## config.mk

```make
export PLATFORM = sky130hd
export DESIGN_NAME = xg_reg_if
export DESIGN_NICKNAME = d
export VERILOG_FILES = /design/src/rtl/xg_reg_if.sv
export SDC_FILE = /design/constraint.sdc
export NUM_CORES = 1
export LEC_CHECK = 0
export ABC_AREA = 1
export BUFFER_PORTS_ARGS = -buffer_cell sky130_fd_sc_hd__buf_2
export CORE_MARGIN = 2
export CORE_UTILIZATION = 35
export CTS_BUF_LIST = sky130_fd_sc_hd__clkbuf_4
export DETAILED_ROUTE_END_ITERATION = 10
export GPL_ROUTABILITY_DRIVEN = 0
export GPL_TIMING_DRIVEN = 0
export HOLD_SLACK_MARGIN = 0.12
export PLACE_DENSITY_LB_ADDON = 0.1
export REMOVE_ABC_BUFFERS = 1
export SYNTH_ARGS = -nofsm -noshare
export SYNTH_HDL_FRONTEND = slang
export SYNTH_SLANG_ARGS = --single-unit
export TNS_END_PERCENT = 30
```

## constraint.sdc

```tcl
create_clock -name clk_sys -period 5.8 [get_ports clk_sys]
set_input_delay 1.16 -clock clk_sys [delete_from_list [all_inputs] [get_ports clk_sys]]
set_output_delay 1.16 -clock clk_sys [all_outputs]
set_load 0.02 [all_outputs]
```

## src/rtl/xg_reg_if.sv

```systemverilog
// rtl/xg_reg_if.sv - CPU register interface gathering pattern/attribute bursts for the XG memory manager
module xg_reg_if (
    input  logic        clk_sys,
    input  logic        rst,
    input  logic        cpu_sel,
    input  logic        cpu_wren,
    input  logic [2:0]  cpu_addr,
    input  logic [15:0] cpu_wdata,
    output logic [15:0] cpu_rdata,
    output logic        p_full,
    output logic        a_full,
    input  logic        p_pop,
    input  logic        a_pop,
    output logic [15:0] p_data,
    output logic [15:0] a_data,
    output logic [11:0] par,
    output logic [12:0] aar,
    output logic [7:0]  ri_h_coarse
);

    typedef enum logic {P_FILL, P_DRAIN} p_state_t;
    typedef enum logic {A_FILL, A_DRAIN} a_state_t;

    p_state_t    p_state_q, p_state_d;
    a_state_t    a_state_q, a_state_d;
    logic [4:0]  pwc_q, pwc_d;
    logic [3:0]  prp_q, prp_d;
    logic [2:0]  awc_q, awc_d;
    logic [1:0]  arp_q, arp_d;
    logic [11:0] par_q, par_d;
    logic [12:0] aar_q, aar_d;
    logic [7:0]  hc_q, hc_d;
    logic        p_ovf_q, p_ovf_d;
    logic        a_ovf_q, a_ovf_d;
    logic [15:0] rdata_q, rdata_d;
    logic        p_buf_we, a_buf_we;
    logic        p_ovf_set, a_ovf_set;

    logic [15:0] p_buf_q [16];
    logic [15:0] a_buf_q [4];

    logic wr, rd;
    logic wr_par, wr_pdat, wr_aar, wr_adat, wr_hc, wr_stat;

    assign wr      = cpu_sel & cpu_wren;
    assign rd      = cpu_sel & ~cpu_wren;
    assign wr_par  = wr && (cpu_addr == 3'd0);
    assign wr_pdat = wr && (cpu_addr == 3'd1);
    assign wr_aar  = wr && (cpu_addr == 3'd2);
    assign wr_adat = wr && (cpu_addr == 3'd3);
    assign wr_hc   = wr && (cpu_addr == 3'd4);
    assign wr_stat = wr && (cpu_addr == 3'd5);

    // State at the start of the cycle decides: a write alongside the final pop is still an overflow.
    always_comb begin
        p_state_d = p_state_q;
        pwc_d     = pwc_q;
        prp_d     = prp_q;
        par_d     = par_q;
        p_buf_we  = 1'b0;
        p_ovf_set = 1'b0;
        case (p_state_q)
            P_FILL: begin
                if (wr_pdat) begin
                    p_buf_we = 1'b1;
                    pwc_d    = pwc_q + 5'd1;
                    if (pwc_q == 5'd15) begin
                        p_state_d = P_DRAIN;
                        prp_d     = 4'd0;
                    end
                end else if (wr_par) begin
                    par_d = cpu_wdata[11:0];
                    pwc_d = 5'd0;
                end
            end
            P_DRAIN: begin
                p_ovf_set = wr_pdat | wr_par;
                if (p_pop) begin
                    prp_d = prp_q + 4'd1;
                    if (prp_q == 4'd15) begin
                        p_state_d = P_FILL;
                        pwc_d     = 5'd0;
                        par_d     = par_q + 12'd1;
                    end
                end
            end
            default: p_state_d = P_FILL;
        endcase
    end

    always_comb begin
        a_state_d = a_state_q;
        awc_d     = awc_q;
        arp_d     = arp_q;
        aar_d     = aar_q;
        a_buf_we  = 1'b0;
        a_ovf_set = 1'b0;
        case (a_state_q)
            A_FILL: begin
                if (wr_adat) begin
                    a_buf_we = 1'b1;
                    awc_d    = awc_q + 3'd1;
                    if (awc_q == 3'd3) begin
                        a_state_d = A_DRAIN;
                        arp_d     = 2'd0;
                    end
                end else if (wr_aar) begin
                    aar_d = cpu_wdata[12:0];
                    awc_d = 3'd0;
                end
            end
            A_DRAIN: begin
                a_ovf_set = wr_adat | wr_aar;
                if (a_pop) begin
                    arp_d = arp_q + 2'd1;
                    if (arp_q == 2'd3) begin
                        a_state_d = A_FILL;
                        awc_d     = 3'd0;
                        aar_d     = aar_q + 13'd4;
                    end
                end
            end
            default: a_state_d = A_FILL;
        endcase
    end

    // A new overflow beats a same-cycle STATUS clear.
    always_comb begin
        p_ovf_d = p_ovf_set ? 1'b1 : (wr_stat ? 1'b0 : p_ovf_q);
        a_ovf_d = a_ovf_set ? 1'b1 : (wr_stat ? 1'b0 : a_ovf_q);
        hc_d    = wr_hc ? cpu_wdata[7:0] : hc_q;
        rdata_d = rdata_q;
        if (rd) begin
            case (cpu_addr)
                3'd0:    rdata_d = {4'd0, par_q};
                3'd2:    rdata_d = {3'd0, aar_q};
                3'd4:    rdata_d = {8'd0, hc_q};
                3'd5:    rdata_d = {12'd0, a_ovf_q, p_ovf_q, a_full, p_full};
                default: rdata_d = 16'd0;
            endcase
        end
    end

    always_ff @(posedge clk_sys) begin
        if (rst) begin
            p_state_q <= P_FILL;
            a_state_q <= A_FILL;
            pwc_q     <= 5'd0;
            prp_q     <= 4'd0;
            awc_q     <= 3'd0;
            arp_q     <= 2'd0;
            par_q     <= 12'd0;
            aar_q     <= 13'd0;
            hc_q      <= 8'd0;
            p_ovf_q   <= 1'b0;
            a_ovf_q   <= 1'b0;
            rdata_q   <= 16'd0;
        end else begin
            p_state_q <= p_state_d;
            a_state_q <= a_state_d;
            pwc_q     <= pwc_d;
            prp_q     <= prp_d;
            awc_q     <= awc_d;
            arp_q     <= arp_d;
            par_q     <= par_d;
            aar_q     <= aar_d;
            hc_q      <= hc_d;
            p_ovf_q   <= p_ovf_d;
            a_ovf_q   <= a_ovf_d;
            rdata_q   <= rdata_d;
        end
    end

    always_ff @(posedge clk_sys) begin
        if (p_buf_we) p_buf_q[pwc_q[3:0]] <= cpu_wdata;
        if (a_buf_we) a_buf_q[awc_q[1:0]] <= cpu_wdata;
    end

    assign p_full      = (p_state_q == P_DRAIN);
    assign a_full      = (a_state_q == A_DRAIN);
    assign p_data      = p_buf_q[prp_q];
    assign a_data      = a_buf_q[arp_q];
    assign par         = par_q;
    assign aar         = aar_q;
    assign ri_h_coarse = hc_q;
    assign cpu_rdata   = rdata_q;

endmodule

```

## Word-level counts from Yosys, hierarchy flattened

Memory sizes are Yosys's and may differ from the RTL's. A register that Yosys moved wholly into a read port is not among the register bits.
Cells that the tools add are included.

| word-level totals | value |
|---|---|
| register bits | 67 |
| latch bits | 0 |
| RAM bits | 320 |
| bits in read-only memories | 0 |
| input bits | 25 |
| output and inout port bits | 83 |
| word-level logic and storage cells | 121 |
| memories kept | 2 |

Memory list:

| name | depth | bits a word | read ports | clocked after memory_dff | wr ports | line | text |
|---|---|---|---|---|---|---|---|
| p_buf_q | 16 | 16 | 1 | 1 | 1 | 39 | `logic [15:0] p_buf_q [16];` |
| a_buf_q | 4 | 16 | 1 | 1 | 1 | 40 | `logic [15:0] a_buf_q [4];` |

| operators by class | value |
|---|---|
| add/subtract/negate cells | 6 |
| multipliers | 0 |
| divide/modulo/power cells | 0 |
| magnitude comparators | 0 |
| equality and inequality tests | 23 |
| shifts and indexed selects | 0 |
| mux-type cells | 56 |
| bitwise gates (word level) | 7 |
| reductions and logical operators | 15 |

Operator list:

| operator | number |
|---|---|
| 13-bit 2-to-1 mux | 4 |
| 13-bit case mux with 4 select lines | 1 |
| 12-bit 2-to-1 mux | 4 |
| 13-bit case mux with 2 select lines | 1 |
| 12-bit case mux with 2 select lines | 1 |
| 1-bit 2-to-1 mux | 21 |
| 4-bit 2-to-1 mux | 5 |
| 5-bit 2-to-1 mux | 4 |
| 2-bit inequality test (second input constant) | 10 |
| 13-bit by 3-bit adder with 13-bit output (second input constant) | 1 |
| 12-bit by 1-bit adder with 12-bit output (second input constant) | 1 |
| 3-bit 2-to-1 mux | 4 |
| 3-bit AND reduction | 4 |
| 2-bit 2-to-1 mux | 5 |
| 5-bit case mux with 2 select lines | 1 |
| 3-bit by 2-bit equality test with 1-bit output (second input constant) | 3 |
| 4-bit case mux with 2 select lines | 1 |
| 4-bit AND reduction | 2 |
| 3-bit equality test (second input constant) | 2 |
| 1-bit logical AND | 6 |
| 3-bit inequality test (second input constant) | 2 |
| 3-bit case mux with 2 select lines | 1 |
| 5-bit by 1-bit adder with 5-bit output (second input constant) | 1 |
| 5-bit by 4-bit equality test with 1-bit output (second input constant) | 1 |
| other kinds (14) | 21 |

## Depth between registers and ports, before layout

| logic depth | value |
|---|---|
| depth after elaboration | 6 |
| depth in mapped cells | 9 |
| mapped depth without buffers | 9 |

## Least setup slack after synthesis

No wires, ideal clock.

| timing | value |
|---|---|
| kind | input-to-reg |
| start | input cpu_sel |
| end | memory p_buf_q[0][0], enable pin |
| setup time | 388 ps |
| arrival | 2431 ps |
| required time | 5412 ps |
| slack | 2981 ps |
| cell stages on the path | 6 |
| cell sequence | nand2_1 nor2_2 nand2_2 nor2_4 nand2_1 nor2_1 |

| on the way | value |
|---|---|
| word-level cells in the longest chain between the ends | 6 |

RTL lines:

| element | line | text |
|---|---|---|
| start: declaration | 5 | `input logic cpu_sel,` |
| 1-bit bitwise AND | 45 | `assign wr = cpu_sel & cpu_wren;` |
| 1-bit logical AND | 48 | `assign wr_pdat = wr && (cpu_addr == 3'd1);` |
| 1-bit 2-to-1 mux | 64 | `if (wr_pdat) begin` |
| 1-bit 2-to-1 mux | 62 | `case (p_state_q)` |
| 1-bit 2-to-1 mux | 175 | `if (p_buf_we) p_buf_q[pwc_q[3:0]] <= cpu_wdata;` |
| 1-bit 2-to-1 mux (implied by the code) | 175 |  |
| end: declaration | 39 |  |

No other way between the ends.

==> impl_summary.log <==
[metrics] unique cell type count in the Yosys netlist: 33
[metrics] biggest area contributors in the synthesized netlist: sky130_fd_sc_hd__edfxtp_1 58%, sky130_fd_sc_hd__dfxtp_1 8.5%, sky130_fd_sc_hd__nand2_1 5.7%
[metrics] main combinational cell family by area after synthesis: simple AND/OR/NAND/NOR gates
[metrics] setup fix buffers added after clock tree synthesis: 0
[metrics] arrival time of data at the critical path endpoint: 3.41 ns
[metrics] Die X-Extent: 221.3 um
[metrics] area delta synth->final: 17.42%
[metrics] combined global-route utilization of all metal layers: 0.1765
[metrics] fraction of the mapped netlist area in compound gates: 0.1205
[metrics] adder-cell area share of the yosys netlist: 0.01060
[metrics] count of clock tree sinks: 390
[metrics] final critical-path setup slack: 1.230 ns
[metrics] post-route design area: 19400 sq um
[metrics] Skew-Pair Late Insertion Delay: 0.83 ns
[metrics] most frequent cells in the layout: 320 x sky130_fd_sc_hd__edfxtp_1, 253 x sky130_fd_sc_hd__nand2_1, 186 x sky130_fd_sc_hd__inv_1
[metrics] clock period minus worst slack: 4.570 ns
[metrics] clock edge transition at the registers on the reported setup and hold paths: 0.06 ns
[metrics] final worst path period share: 0.7880
[metrics] post-synthesis share of cell area spent on and, or, nand and nor gates: 0.1343
[metrics] portion of total power attributed to sequential cells: 0.533
[metrics] xor/xnor cell area share of the yosys netlist: 0.001590
[metrics] total global routing overflow: 0
[metrics] CTS buffer count: 108
[metrics] clock network fraction of design power: 0.445
[metrics] placed standard-cell area: 17980 sq um
[metrics] global-route wire length before repair: 66.14 mm
[metrics] Top-Level Pins: 108
[metrics] utilization after layout: 0.4168
[metrics] most frequent standard cell in the layout excluding fill and tap cells: sky130_fd_sc_hd__edfxtp_1
[metrics] final wirelength: 43.48 mm
[metrics] endpoints failing hold: 0
[metrics] count of hold buffers inserted by post-cts repair: 0
[metrics] number of pins with negative max-slew slack in the final report: 0
[metrics] net switching power of the design: 1.255 mW
[metrics] maximum buffer depth of the clock tree: 3
[metrics] Max rail drop VDD: 0.0001384 V
[metrics] H-Tree Level Count: 3
[metrics] Final Total Pwr: 5.703 mW
[metrics] Yosys warning total: 0
[metrics] number of maximum-capacitance violations: 0
[metrics] CTS tree: done
[metrics] master cell of the clock root buffer: sky130_fd_sc_hd__clkbuf_4
[metrics] drt first-iter violations: 774
[metrics] CP required: 4.64 ns
[metrics] Net count, final: 1760
[metrics] total standard cell area after synthesis: 16520 sq um
[metrics] setup repair after global routing missed its margin: false
[metrics] largest area contributor in the netlist: sky130_fd_sc_hd__edfxtp_1
[metrics] slack of the worst reg-to-reg path: 3.37 ns
[metrics] startpoint type of the worst setup path: flop
[metrics] wire per inst: 18.02 um
[metrics] power density over cell area: 293.9 nW/um^2
[metrics] transition time at the pin with the least slew margin: 1.126 ns
[metrics] buffers added on ports: 104
[metrics] fraction of final layout cells with drive strength greater than 1: 0.1984
[metrics] Comb power frac: 0.022
[metrics] DRC violation count after routing: 0
[metrics] Die Outline Area: 48970 sq um
[metrics] path category of the worst min-delay check: flop to flop
[metrics] switching share of power: 0.2200
[metrics] total leakage power: 7.131 nW
[metrics] CP max FO: 33
[metrics] core region area: 46560 sq um
[metrics] kind of end point of the critical path: primary output
[metrics] Internal Dissipation: 4.448 mW
[metrics] CTS resizes: 0
[metrics] number of antenna violations at the first check in global routing: 1
[metrics] cells after synthesis: 1562
[metrics] die extent in y: 221.3 um
[metrics] remaining antenna violation count after routing: 0
[metrics] Mean Syn Cell Area: 10.58 sq um
[metrics] Final setup viols: 0
[metrics] average via count per standard cell: 4.876
[metrics] share of Yosys cell area claimed by the top area cell type: 0.5815
[metrics] Worst Skew: 0.06396 ns
[metrics] multiplexer share of the synthesized area: 0
[metrics] path type of the worst setup path: flop to primary output
[metrics] pin count of the biggest net entering global routing: 102
[metrics] TritonRoute pass-1 iters: 5
[metrics] post-detail-place hpwl: 26.49 mm
[metrics] number of cell instances on the worst register-to-register path: 6
[metrics] Seq cells post-synth: 390
[metrics] minimum setup slack after placement: 1.954 ns
[metrics] status: completed
[metrics] starting utilization of the core area: 0.3549
[metrics] highest clock rate: 0.2188 GHz
[metrics] Row Count: 79
[metrics] total vias in the final route: 11760
[metrics] register area share after synthesis: 0.6663
[metrics] number of global-route vias before repair: 11400
[metrics] number of fillers in the final layout: 4546
[metrics] cell depth of the worst min-delay path: 1
[metrics] Max-slew headroom: 0.2483
## final cells by class
cell class | instances | area [sq um] | area share
Tap cell | 607 | 759.5 | 0.03914
Multi-Input combinational cell | 901 | 4473 | 0.2305
Inverter | 192 | 720.7 | 0.03714
Clock inverter | 19 | 117.6 | 0.006062
Sequential cell | 390 | 11020 | 0.5679
Clock buffer | 174 | 1306 | 0.06732
Timing Repair Buffer | 128 | 1003 | 0.05172
Antenna cell | 1 | 2.502 | 0.0001290
## critical path: stages (launching register included)
cell and delay, ns:
sky130_fd_sc_hd__dfxtp_1 1.06, sky130_fd_sc_hd__inv_1 0.79, sky130_fd_sc_hd__o21ai_0 0.41, sky130_fd_sc_hd__o22ai_1 0.15
sky130_fd_sc_hd__buf_2 0.18
## logic make-up after synthesis
| family | Yosys count |
|---|---|
| XOR/XNOR | 3 |
| buffers and inverters | 273 |
| flip-flops | 390 |
| adder cells (fa/ha/maj) | 14 |
| AO/OA/AOI/OAI | 355 |
| AND/OR/NAND/NOR | 526 |
| other | 1 |
## synthesized netlist by cell type, drive strengths merged
cell type	count
nor2	122
xor2	2
a21oi	119
o22ai	20
o21a	2
nand3	134
edfxtp	320
clkbuf	42
ha	14
dfxtp	70
nand2	260
or2	1
o211ai	66
nand4	3
inv	192
buf	39
conb	1
xnor2	1
nor3	6
o21ai	147
a21boi	1
## state kept, by name, indices dropped and copies added, names as in the netlist, named ones only
register and cells:
p_full 1, p_ovf_q 1, awc_q 3, par 12, a_full 1, aar 13
prp_q 4, a_ovf_q 1, cpu_rdata 13, arp_q 2, pwc_q 5, a_buf_q 64
p_buf_q 256, ri_h_coarse 8
## final timing paths
kind	to	startpoint
max	a_data[7]	flop
min	flop	arp_q[0]
max reg2reg	a_buf_q[0][3]	a_full
min reg2reg	flop	arp_q[0]
## power by group through the flow
stage,sequential [mW],combinational [mW],clock (mW)
4_1_cts,3.04,0.127,2.64
3_3_place_gp,3.10,0.124,0
2_1_floorplan,3.10,0.0391,0
5_1_grt,3.04,0.138,2.78
6_report,3.04,0.124,2.54
3_5_place_dp,3.10,0.127,0
## routing by layer
metal  global-route usage  routed length (um)
met1               0.2331               19830
met2               0.2840               20540
met3              0.03532                2011
met4              0.07296                1091
met5                    0                   0
## stage by stage
stage	setup TNS (ns)	hold WS, ns	std cells
floorplan	-4.637	0.4333	1483
global placement	-45.51	0.4518	2194
detailed placement	0	0.4557	2218
CTS	0	0.4556	2411
global route	0	0.4789	2412
finish	0	0.4644	2412
No activity file was read; power rests on OpenSTA's default activity.
